### src/rtl/calc_operand_entry.sv
// Operand-entry sequencer: debounces ENTER/CLEAR, captures X, Y and opcode on
// successive ENTER presses and offers the tuple downstream with valid/ready.
module calc_operand_entry #(
    parameter int DB_CYCLES = 4
) (
    input  logic       clk,
    input  logic       rst_n,
    input  logic [3:0] sw,
    input  logic       btn_enter,
    input  logic       btn_clear,
    input  logic       out_ready,
    output logic [3:0] x,
    output logic [3:0] y,
    output logic [1:0] op,
    output logic       out_valid,
    output logic       div_by_zero,
    output logic [1:0] state
);

    localparam int CW = $clog2(DB_CYCLES + 1);
    localparam logic [CW-1:0] CNT_LAST = CW'(DB_CYCLES - 1);

    typedef enum logic [1:0] {
        GET_X  = 2'b00,
        GET_Y  = 2'b01,
        GET_OP = 2'b10,
        HOLD   = 2'b11
    } state_t;

    // Handshake: the tuple x/y/op is transferred on a rising edge where
    // out_valid and out_ready are both 1; x/y/op never change while out_valid=1.

    // Button index 0 = ENTER, 1 = CLEAR.
    logic [1:0]    raw;
    logic [1:0]    sync1;
    logic [1:0]    sync2;
    logic [1:0]    deb;
    logic [1:0]    pulse;
    logic [CW-1:0] cnt [2];
    logic          enter_p;
    logic          clear_p;

    assign raw     = {btn_clear, btn_enter};
    assign enter_p = pulse[0];
    assign clear_p = pulse[1];

    always_ff @(posedge clk) begin
        if (!rst_n) begin
            sync1 <= '0;
            sync2 <= '0;
            deb   <= '0;
            pulse <= '0;
            for (int i = 0; i < 2; i++) begin
                cnt[i] <= '0;
            end
        end else begin
            sync1 <= raw;
            sync2 <= sync1;
            for (int i = 0; i < 2; i++) begin
                pulse[i] <= 1'b0;
                if (sync2[i] != deb[i]) begin
                    // Level has been stable long enough: follow it, pulse only on press.
                    if (cnt[i] == CNT_LAST) begin
                        deb[i]   <= sync2[i];
                        cnt[i]   <= '0;
                        pulse[i] <= sync2[i];
                    end else begin
                        cnt[i] <= cnt[i] + CW'(1);
                    end
                end else begin
                    cnt[i] <= '0;
                end
            end
        end
    end

    state_t     state_q;
    state_t     state_d;
    logic [3:0] x_q;
    logic [3:0] x_d;
    logic [3:0] y_q;
    logic [3:0] y_d;
    logic [1:0] op_q;
    logic [1:0] op_d;
    logic       valid_q;
    logic       valid_d;

    always_ff @(posedge clk) begin
        if (!rst_n) begin
            state_q <= GET_X;
            x_q     <= '0;
            y_q     <= '0;
            op_q    <= '0;
            valid_q <= 1'b0;
        end else begin
            state_q <= state_d;
            x_q     <= x_d;
            y_q     <= y_d;
            op_q    <= op_d;
            valid_q <= valid_d;
        end
    end

    always_comb begin
        state_d = state_q;
        x_d     = x_q;
        y_d     = y_q;
        op_d    = op_q;
        valid_d = valid_q;
        // CLEAR overrides both a coincident ENTER and a coincident handshake.
        if (clear_p) begin
            state_d = GET_X;
            x_d     = '0;
            y_d     = '0;
            op_d    = '0;
            valid_d = 1'b0;
        end else begin
            case (state_q)
                GET_X: begin
                    if (enter_p) begin
                        x_d     = sw;
                        state_d = GET_Y;
                    end
                end
                GET_Y: begin
                    if (enter_p) begin
                        y_d     = sw;
                        state_d = GET_OP;
                    end
                end
                GET_OP: begin
                    if (enter_p) begin
                        op_d    = sw[1:0];
                        valid_d = 1'b1;
                        state_d = HOLD;
                    end
                end
                HOLD: begin
                    if (valid_q && out_ready) begin
                        valid_d = 1'b0;
                        state_d = GET_X;
                    end
                end
                default: state_d = GET_X;
            endcase
        end
    end

    assign x           = x_q;
    assign y           = y_q;
    assign op          = op_q;
    assign out_valid   = valid_q;
    assign div_by_zero = valid_q & (op_q == 2'b11) & (y_q == 4'd0);
    assign state       = state_q;

endmodule

### config.mk
export PLATFORM = sky130hd
export DESIGN_NAME = calc_operand_entry
export DESIGN_NICKNAME = d
export VERILOG_FILES = /design/src/rtl/calc_operand_entry.sv
export SDC_FILE = /design/constraint.sdc
export NUM_CORES = 1
export LEC_CHECK = 0
export ABC_AREA = 1
export CAP_MARGIN = 20
export CORE_AREA = 2 2 58 60
export DETAILED_ROUTE_END_ITERATION = 8
export DIE_AREA = 0 0 60 62
export GPL_TIMING_DRIVEN = 0
export PLACE_DENSITY_LB_ADDON = 0.05
export SYNTH_ARGS = -nofsm -noshare
export SYNTH_HDL_FRONTEND = slang
export SYNTH_SLANG_ARGS = --single-unit
### constraint.sdc
create_clock -name clk -period 1.54 [get_ports clk]
set_clock_uncertainty 0.05 [all_clocks]
set_input_delay 0.308 -clock clk [delete_from_list [all_inputs] [get_ports clk]]
set_output_delay 0.308 -clock clk [all_outputs]
set_load 0.02 [all_outputs]
==> flow_summary.toml <==
[run_status]
outcome = "finished, final reports clean"

[logic_synthesis]
synth_area_sq_mm = 0.001205
yosysWarnings = 0
avgSynthCellArea_sq_um = 8.485
synthCells = 142
ys_ff_latch = 27
ys_seq_area_share_pct = 49.84
yosys.cell_types.count = 24

[placed_design]
numPortBuffers = 21
place_congestion = 0.7486
hpwl_um = 1531
dp.cells = 214

[floorplanning]
die_w_um = 60
fp.dieArea_sq_mm = 0.003720
rows = 21
dieHeight_um = 62
start_util_pct = 37.90
ios = 23
core_sq_mm = 0.003179

[route]
dr.pass1.iters = 3
vias = 925
ant_nets = 0
via_per_inst = 4.243
routed_wl_um = 1883
first_iter_violations = 29
routedWlPerCell_um = 8.638
drc = 0

[power_and_ir_drop]
power_frac_seq_pct = 58.1
switching_share_pct = 28.06
p_sw_w = 0.0003754
powerDensity_mw_per_mm2 = 885.1
internal_power_w = 0.0009623
power.total_w = 0.001338
ir_drop_v = 0.0004900
comb_power_share_pct = 19.5
leakagePower_nw = 0.7277
clock_power_share_pct = 22.4

[worst_hold_path]
hp-start = "rst_n"
min_to = "sync1[1]"
worstHoldPathCells = 3
hold_path_class = "in -> reg"

[global_route]
gr-usage-all-layers_pct = 11.26
antenna_found_initial = 0
grt_start_max_net_pins = 16
grt-ovfl-total = 0
grt_pass1_wl_um = 3174
grt_pass1_vias = 813

[worst_setup_path]
end_kind = "primary output"
regToRegStartpoint = "cnt[1][0]"
r2r_cells = 5
start_kind = "flip-flop"
critical_path_class = "reg -> out"
crit_fanout = 2
arrival_ns = 1.13
rr_endpoint = "cnt[1][0]"
reg2reg_slack_ns = 0.19
required_ns = 1.18

[sta]
rsz0062_at_grt = "true"
tns_ns = 0
hold_viol = 0
fmax_ghz = 0.6701
fin_crit_ns = 1.492
slew_violations = 0
fin_crit_sh_pct = 96.90
setup_violations = 0

[clocking]
cts_tree = "done"
root_buffer = "clkbuf_4"
clock_path_buffers = 2
cts_max_level = 1
clk_pin_slew_worst_paths_ns = 0.15
numCtsBuffers = 3
cts_sinks = 27
clk_latency_ns = 0.32
cts-hold-fix-buffers = 0

[finish]
drive_gt1_share_pct = 10.47
syn_to_final_growth_pct = 25.44
most-common-layout-cells = "nor2_1 (31), inv_1 (21), nand2_1 (19)"
nNetsFinal = 191
final_common_cell = "nor2_1"
diodes = 0
utilization_pct = 47.54
n_fill_cell = 319
stdcell_count = 218

[run]
drv_cap = 0
repair_timing:
item | CTS | global route
pin swaps | 0 | 0
hold endpoints to repair | 0 | 0
gates resized for setup | 15 | 8
endpoints found under the setup margin | 14 | 3
buffers inserted | 0 | 0
worst max path at each step:
stage	startpoint	end	cells past startpoint	slack, ns
global placement	out_valid	div_by_zero	3	-0.08
finish	y[3]	div_by_zero	4	0.05
CTS	out_valid	div_by_zero	3	-0.17
detailed placement	out_valid	div_by_zero	3	-0.09
global route	y[3]	div_by_zero	4	-0.04
floorplan	state[0]	state[0]	6	0.18
registers in the layout (all words and copies together), names as in the netlist:
register / flops
cnt: 6
x: 4
y: 4
deb: 2
op: 2
pulse: 2
state: 2
sync1: 2
sync2: 2
out_valid: 1
per-layer routing:
metal  global-route usage, %  vias up  routed length, um
li1                        -      501                  -
met4                   4.762        0                 12
met2                   20.81       15                935
met3                   1.863        2                 75
met5                       0        -                  0
met1                   12.82      407                861
stage by stage:
step / hold slack [ns] / area, sq um / worst slack, ns
2_1_floorplan: 0.3405 / 1230 / 0.1824
3_3_place_gp: 0.3431 / 1498 / -0.08253
3_5_place_dp: 0.3520 / 1498 / -0.09151
4_1_cts: 0.1464 / 1509 / -0.1671
5_1_grt: 0.1420 / 1511 / -0.04406
6_report: 0.1563 / 1511 / 0.04778
power groups by stage:
stage	Combinational, W	Clock [W]	Sequential (W)
floorplan	0.000179	0	0.000802
global placement	0.000270	0	0.000789
detailed placement	0.000273	0	0.000791
CTS	0.000265	0.000320	0.000774
global route	0.000303	0.000351	0.000785
finish	0.000261	0.000300	0.000777
cells in the mapped netlist:
master / n / share of area [%]
a21boi_1: 1 / 0.62
a21oi_1: 3 / 1.2
a21oi_2: 1 / 0.73
buf_6: 2 / 1.9
clkinv_1: 1 / 0.31
conb_1: 1 / 0.31
dfxtp_1: 21 / 35
edfxtp_1: 6 / 15
ha_1: 9 / 9.3
inv_1: 21 / 6.5
inv_2: 1 / 0.31
inv_6: 1 / 0.73
nand2_1: 19 / 5.9
nand2_2: 1 / 0.52
nand3_1: 2 / 0.83
nand4_1: 5 / 2.6
nor2_1: 31 / 9.7
nor2_2: 1 / 0.52
nor2_8: 1 / 1.7
nor4_1: 1 / 0.52
o211ai_1: 1 / 0.62
o21ai_0: 3 / 1.2
o21ai_1: 8 / 3.3
xor2_1: 1 / 0.73
final cells by class:
cell class | instances | area (sq um) | share of cell area, %
buffer | 2 | 22.52 | 1.490
clock buffer | 3 | 22.52 | 1.490
clock inverter | 1 | 5.005 | 0.3311
inverter | 24 | 95.09 | 6.291
multi-input combinational | 94 | 511.7 | 33.86
sequential | 27 | 605.6 | 40.07
tap | 46 | 57.56 | 3.808
timing repair buffer | 21 | 191.4 | 12.67
logic make-up (layout without fill, tap and decap cells):
logic type      Yosys count  in the layout  share of synthesized area, %
buf+inv                  26             51                         9.761
flops                    27             27                         49.84
fa+ha+maj                 9              9                         9.346
xor+xnor                  1              1                        0.7270
simple gates             61             61                         22.22
other cells               1              6                        0.3112
compound gates           17             17                         7.788
critical path, cell delays in order (launching register included):
cell and delay (ns):
dfxtp_1 0.33, inv_1 0.06, nand4_1 0.10, nor4_2 0.14
buf_4 0.17
(Power assumes the default switching activity.)
